--- src/rtl/adder_share_arbiter.sv ---
// Round-robin arbiter sharing one 32-bit adder among NUM_REQ requesters.
// Results land in a single-entry response buffer with its own valid/ready handshake.
module adder_share_arbiter #(
    parameter int unsigned NUM_REQ = 4,
    parameter int unsigned ID_W    = 2
) (
    input  logic                  clk,
    input  logic                  rst_n,
    input  logic [NUM_REQ-1:0]    req_valid,
    input  logic [NUM_REQ*32-1:0] req_x,
    input  logic [NUM_REQ*32-1:0] req_y,
    input  logic [NUM_REQ-1:0]    req_cin,
    output logic [NUM_REQ-1:0]    req_ready,
    output logic                  rsp_valid,
    output logic [ID_W-1:0]       rsp_id,
    output logic [31:0]           rsp_sum,
    output logic                  rsp_cout,
    input  logic                  rsp_ready
);

    typedef enum logic {StEmpty, StFull} state_e;

    state_e          state_q, state_d;
    logic [ID_W-1:0] last_grant_q, last_grant_d;
    logic [ID_W-1:0] rsp_id_q;
    logic [31:0]     rsp_sum_q;
    logic            rsp_cout_q;

    logic            can_acc;
    logic            found;
    logic            accept;
    logic [ID_W-1:0] win;
    logic [ID_W:0]   cand;

    logic [31:0]     add_x;
    logic [31:0]     add_y;
    logic            add_cin;
    logic [31:0]     add_sum;
    logic            add_cout;

    // A slot opens when the buffer is empty or is being drained this cycle.
    assign can_acc = (state_q == StEmpty) | rsp_ready;

    // Search starts one past the previous winner and wraps modulo NUM_REQ.
    always_comb begin
        found = 1'b0;
        win   = '0;
        cand  = '0;
        for (int k = 1; k <= int'(NUM_REQ); k++) begin
            cand = {1'b0, last_grant_q} + (ID_W+1)'(k);
            if (cand >= (ID_W+1)'(NUM_REQ)) begin
                cand = cand - (ID_W+1)'(NUM_REQ);
            end
            if (!found && req_valid[cand[ID_W-1:0]]) begin
                found = 1'b1;
                win   = cand[ID_W-1:0];
            end
        end
    end

    // No handshake may complete while reset is held.
    assign accept = found & can_acc & rst_n;

    always_comb begin
        req_ready = '0;
        for (int i = 0; i < int'(NUM_REQ); i++) begin
            req_ready[i] = accept && (win == ID_W'(i));
        end
    end

    always_comb begin
        add_x   = '0;
        add_y   = '0;
        add_cin = 1'b0;
        for (int i = 0; i < int'(NUM_REQ); i++) begin
            if (win == ID_W'(i)) begin
                add_x   = req_x[32*i +: 32];
                add_y   = req_y[32*i +: 32];
                add_cin = req_cin[i];
            end
        end
    end

    // The single shared 32-bit adder.
    assign {add_cout, add_sum} = {1'b0, add_x} + {1'b0, add_y} + 33'(add_cin);

    always_comb begin
        state_d      = state_q;
        last_grant_d = last_grant_q;
        if (accept) begin
            last_grant_d = win;
        end
        unique case (state_q)
            StEmpty: begin
                if (accept) begin
                    state_d = StFull;
                end
            end
            StFull: begin
                if (rsp_ready && !accept) begin
                    state_d = StEmpty;
                end
            end
            default: state_d = StEmpty;
        endcase
    end

    always_ff @(posedge clk or negedge rst_n) begin
        if (!rst_n) begin
            state_q      <= StEmpty;
            last_grant_q <= ID_W'(NUM_REQ - 1);
        end else begin
            state_q      <= state_d;
            last_grant_q <= last_grant_d;
        end
    end

    // Payload only moves on an accept, so it stays stable under backpressure.
    always_ff @(posedge clk or negedge rst_n) begin
        if (!rst_n) begin
            rsp_id_q   <= '0;
            rsp_sum_q  <= '0;
            rsp_cout_q <= 1'b0;
        end else if (accept) begin
            rsp_id_q   <= win;
            rsp_sum_q  <= add_sum;
            rsp_cout_q <= add_cout;
        end
    end

    assign rsp_valid = (state_q == StFull);
    assign rsp_id    = rsp_id_q;
    assign rsp_sum   = rsp_sum_q;
    assign rsp_cout  = rsp_cout_q;

endmodule

--- config.mk ---
export PLATFORM = sky130hd
export DESIGN_NAME = adder_share_arbiter
export DESIGN_NICKNAME = d
export VERILOG_FILES = /design/src/rtl/adder_share_arbiter.sv
export SDC_FILE = /design/constraint.sdc
export NUM_CORES = 1
export LEC_CHECK = 0
export ABC_AREA = 1
export BUFFER_PORTS_ARGS = -buffer_cell sky130_fd_sc_hd__buf_4
export CAP_MARGIN = 20
export CORE_AREA = 2 2 119 121
export DETAILED_ROUTE_END_ITERATION = 8
export DIE_AREA = 0 0 121 123
export GPL_ROUTABILITY_DRIVEN = 0
export PLACE_DENSITY_LB_ADDON = 0.12
export SYNTH_ARGS = -nofsm -noshare
export SYNTH_HDL_FRONTEND = slang
export SYNTH_SLANG_ARGS = --single-unit
export TNS_END_PERCENT = 30
--- constraint.sdc ---
create_clock -name clk -period 8.9 [get_ports clk]
set_input_delay 1.335 -clock clk [delete_from_list [all_inputs] [get_ports clk]]
set_output_delay 1.335 -clock clk [all_outputs]
set_load 0.005 [all_outputs]
# Word-level counts from Yosys, hierarchy flattened
# Cells that the tools add are included.
[word_totals]
regBits = 38
inputBits = 267
elab_cells = 78
[classes]
n_addsub = 10
n_lt_le_gt_ge = 8
n_eq_ne = 3
muxes = 35
n_bitwise = 4
reduce_logical = 13
[ops]
columns = ["cell", "n"]
rows = [
  ["two-way mux 32 bit", 8],
  ["adder 32 x 32 -> 33 bit", 1],
  ["adder 33 x 1 -> 33 bit", 1],
  ["two-way mux 2 bit", 8],
  ["two-way mux 1 bit", 14],
  ["greater-or-equal comparator 3 bit, second input constant", 4],
  ["< comparator 2 x 3 -> 1 bit, second input constant", 4],
  ["binary-select mux 1 bit (select 2 bit)", 4],
  ["logical AND 1 bit", 8],
  ["subtractor 2 x 1 -> 2 bit, second input constant", 4],
  ["adder 2 x 2 -> 3 bit, second input constant", 2],
  ["== test 2 bit, second input constant", 2],
  ["zero test 1 bit", 4],
  ["adder 2 x 1 -> 3 bit, second input constant", 1],
  ["adder 2 x 3 -> 3 bit, second input constant", 1],
  ["bitwise AND 1 bit", 2],
  ["== test 2 x 1 -> 1 bit, second input constant", 1],
  ["zero test 2 bit", 1],
  ["case mux 1 bit (2 select lines)", 1],
  ["NOT 1 bit", 1],
  ["bitwise OR 1 bit", 1],
]

# Longest topological paths before layout
[logic_depth]
ltp_word = 22
mapped_depth = 30
ltp_nobuf = 27

# Worst setup path before layout
# No wires, ideal clock.
[synth_timing]
path_type = "input-to-reg"
start = "input req_valid[0]"
end = "register rsp_sum_q[30], in the netlist rsp_sum[30]"
t_arrival_ns = 4.445
t_required_ns = 8.783
slack_ns = 4.337
stages = 24
n_path_buf = 2
cell_sequence = "nand2_1 nand2_1 nand2_1 nand2_1 nor2_2 nand3_2 nand3_2 buf_6 nor2_4 buf_6 nor2_1 nand3_1 nand2_1 inv_1 fa_1 fa_1 o21ai_1 a21boi_0 o21ai_0 nand2_1 nand2_1 nand2_1 nand3_1 nand2_1"
[synth_between]
elab_chain_len = 19
[synth_rtl]
columns = ["element", "line_no", "text"]
rows = [
  ["from (decl)", "9", "input logic [NUM_REQ-1:0] req_valid,"],
  ["binary-select mux 1 bit (select 2 bit)", "54", "if (!found && req_valid[cand[ID_W-1:0]]) begin"],
  ["two-way mux 1 bit (not written as such)", "54", ""],
  ["two-way mux 1 bit", "54", ""],
  ["zero test 1 bit", "54", ""],
  ["logical AND 1 bit", "54", ""],
  ["two-way mux 1 bit", "54", ""],
  ["zero test 1 bit", "54", ""],
  ["logical AND 1 bit", "54", ""],
  ["two-way mux 1 bit", "54", ""],
  ["zero test 1 bit", "54", ""],
  ["logical AND 1 bit", "54", ""],
  ["two-way mux 2 bit", "54", ""],
  ["zero test 2 bit", "76", "if (win == ID_W'(i)) begin"],
  ["two-way mux 32 bit (4 in series)", "76", ""],
  ["adder 32 x 32 -> 33 bit", "85", "assign {add_cout, add_sum} = {1'b0, add_x} + {1'b0, add_y} + 33'(add_cin);"],
  ["adder 33 x 1 -> 33 bit", "85", ""],
  ["to (signal assigned)", "126", "rsp_sum_q <= add_sum;"],
  ["to (decl)", "26", "logic [31:0] rsp_sum_q;"],
]
# Parallel ways exist; a longest one is shown, timed or not. The select of a mux whose other input is x is not followed.
# A chain may end at the register's enable or synchronous reset.

# Final worst setup path
# Ends and elaborated chain as after synthesis.

==> flow_metrics.env <==
export IMPL_fmax_ghz=0.167
export IMPL_postCtsHoldBufs=0
export IMPL_tns_ns=0
export IMPL_crit_path_end_kind="flop"
export IMPL_report_final_setup_viol=0
export IMPL_ctsHtreeMaxLevel=2
export IMPL_start_util_pct=41.7
export IMPL_drtIter0Drc=663
export IMPL_ys_seq_elements=38
export IMPL_synth_flop_cell="dfrtp_1"
export IMPL_relSlewSlack_pct=30.6
export IMPL_num_nets_final=1583
export IMPL_clock_latency_ns=0.28
export IMPL_clkSinkCount=38
export IMPL_dp_hpwl_um=20400
export IMPL_grt_antenna_before_repair=1
export IMPL_final_min_clock_period_ns=6.00
export IMPL_drive_above_1_share_pct=27.1
export IMPL_detail_route_first_pass_iterations=5
export IMPL_postCtsResizedCells=0
export IMPL_highest_layer="met4"
export IMPL_cts_root_buf="clkbuf_16"
export IMPL_outcome="completed"
export IMPL_cts_buffers=5
export IMPL_grt_max_degree=60
export IMPL_wl_met1_um=10500
export IMPL_io_pins=307
export IMPL_synthesis_area_sq_mm=0.00568
export IMPL_crit_start="req_valid[0]"
export IMPL_coreArea_sq_mm=0.0136
export IMPL_critPathArrivalTime_ns=6.17
export IMPL_routed_wl_um=24400
export IMPL_wl_per_cell_um=16.6
export IMPL_clockBufferDepth=2
export IMPL_hp_class="flop to flop"
export IMPL_yosysSeqAreaShare_pct=16.8
export IMPL_path_clk_slew_ns=0.05
export IMPL_vias=7757
export IMPL_hold_depth=2
export IMPL_post_cts_setup_buffer_count=0
export IMPL_die_area_sq_mm=0.0149
export IMPL_grt_pass1_wl_um=37200
export IMPL_grt_overflow=0
export IMPL_ys_types=38
export IMPL_syn_avg_cell_area_sq_um=5.64
export IMPL_synth_nets=1307
export IMPL_path_class="input port to flop"
export IMPL_min_from="rsp_sum[17]"
export IMPL_viasPerCell=5.29
export IMPL_cp_required_ns=9.07
export IMPL_drc=0
export IMPL_die_w_um=121
export IMPL_dr_wl_met2_um=11200
export IMPL_min_period_over_period_pct=67.4
export IMPL_tightest_slew_ns=1.04
export IMPL_syn_to_final_growth_pct=44.1
export IMPL_maxCapViolCount=0
export IMPL_synthArstFlopShare_pct=100
export IMPL_die_h_um=123
export IMPL_antenna_left=0
export IMPL_hold_viol_final=0
export IMPL_rows=43
export IMPL_cp_max_fo=30
export IMPL_drv_slew=0
export IMPL_netlist_instances=1007
export IMPL_wl_met3_um=2050
export IMPL_grtUsageTotal_pct=32.0
export IMPL_grt_pass1_vias=7221
export IMPL_cp_start_kind="input port"
export IMPL_cts_tree="done"
export IMPL_reg2reg_from="last_grant_q[0]"
export IMPL_worstRegToRegCells=24
export IMPL_finClkSkew_ns=0.00333
export IMPL_synth_edff_count=0
export IMPL_port_buffers=306
export IMPL_rsz0062_at_grt="false"
export IMPL_yosysWarnings=0
-- through the flow --
step	hold WS, ns	instances	worst slack (ns)	area [sq um]	util [%]
CTS	0.482	1463	2.87	8150	59.9
global placement	0.464	1455	2.74	7980	58.6
global route	0.492	1465	2.34	8180	60.1
floorplan	0.472	1007	4.34	5680	-
finish	0.477	1465	2.90	8180	60.1
detailed placement	0.467	1455	2.58	7980	58.6
-- flip-flops by register name, summed over array words and instances, names as in the netlist --
register and flops:
rsp_sum 32, last_grant_q 2, rsp_id 2, rsp_cout 1, rsp_valid 1
-- cell families (layout without fill, tap and decap cells) --
group,after synthesis,after routing,synth area share [%]
compound gates,147,147,14.1
flops,38,38,16.8
other cells,0,1,0
xor+xnor,14,14,2.16
buf+inv,131,408,10.5
simple gates,644,644,48.9
fa+ha+maj,33,33,7.54
-- cell usage in the layout (no fill, tap or decap), types with 6 or more instances in the layout --
cell type	n
a21boi_0	6
ha_1	31
nor2_1	75
or2_2	8
nand3_1	83
or2_0	7
nand3b_1	8
o21ai_1	12
nand4_1	33
or2_1	11
buf_4	309
dfrtp_1	36
o21ai_0	77
a21oi_1	40
inv_1	85
nand2_1	395
nand2_2	6
xnor2_1	10
-- layout make-up --
cell class	count	area, sq um
Clock buffer	7	143
Antenna cell	1	2.50
Inverter	90	338
Timing Repair Buffer	310	2350
Tap cell	180	225
Fill cell	1388	5430
Clock inverter	1	30.0
Sequential cell	38	953
Multi-Input combinational cell	838	4140
-- critical path, stage by stage --
cell	delay, ns
buf_4	0.12
nand2_1	0.06
nand2_1	0.08
nand2_1	0.14
nand2_1	0.10
nor2_2	0.13
nand3_2	0.14
nand3_2	0.41
buf_4	0.38
nand2_2	0.24
inv_2	0.53
nand2_1	0.10
nand3_1	0.10
nand2_1	0.07
fa_1	0.44
fa_1	0.43
o21ai_1	0.33
a21boi_0	0.27
o21ai_0	0.37
nand2_1	0.12
nand2_1	0.09
nand2_1	0.05
nand3_1	0.06
nand2_1	0.05
-- worst paths after layout --
path                                   end  slack, ns
max                            rsp_sum[30]       2.90
min                            rsp_sum[17]       0.48
max reg2reg                    rsp_sum[30]       3.24
min reg2reg                    rsp_sum[17]       0.48
max in group asynchronous  last_grant_q[1]       7.53
min in group asynchronous        rsp_id[1]       1.01
-- per-layer routing --
layer / track usage, % / vias up
li1: - / 3814
met1: 43.1 / 3525
met2: 52.5 / 367
met3: 5.63 / 51
met4: 9.30 / 0
met5: 0 / -
-- cell usage after synthesis (2+ instances only) --
cell type / n / area [sq um]
nand2_2: 6 / 37.5
nor3_1: 5 / 25.0
o21ai_1: 12 / 60.1
inv_1: 85 / 319
a21boi_0: 6 / 45.0
or2_0: 7 / 43.8
or2_2: 8 / 50.1
ha_1: 31 / 388
dfstp_2: 2 / 52.6
buf_2: 16 / 80.1
o21ai_0: 77 / 385
nor2_4: 2 / 22.5
nor4_1: 3 / 18.8
nand2_1: 395 / 1480
or2_1: 11 / 68.8
a21oi_1: 40 / 200
clkbuf_2: 2 / 10.0
fa_1: 2 / 40.0
dfrtp_1: 36 / 901
and3_1: 2 / 12.5
xor2_1: 4 / 35.0
xnor2_1: 10 / 87.6
o21bai_1: 4 / 30.0
nor2_1: 76 / 285
clkbuf_1: 8 / 30.0
nand4_1: 33 / 206
inv_2: 5 / 18.8
nand3b_1: 8 / 60.1
a21o_1: 4 / 30.0
buf_4: 8 / 60.1
nand3_2: 4 / 40.0
nand3_1: 83 / 415
buf_6: 7 / 78.8
Power is not shown: default switching activity piles up to over one toggle a cycle in this logic, so the estimate is an artifact.
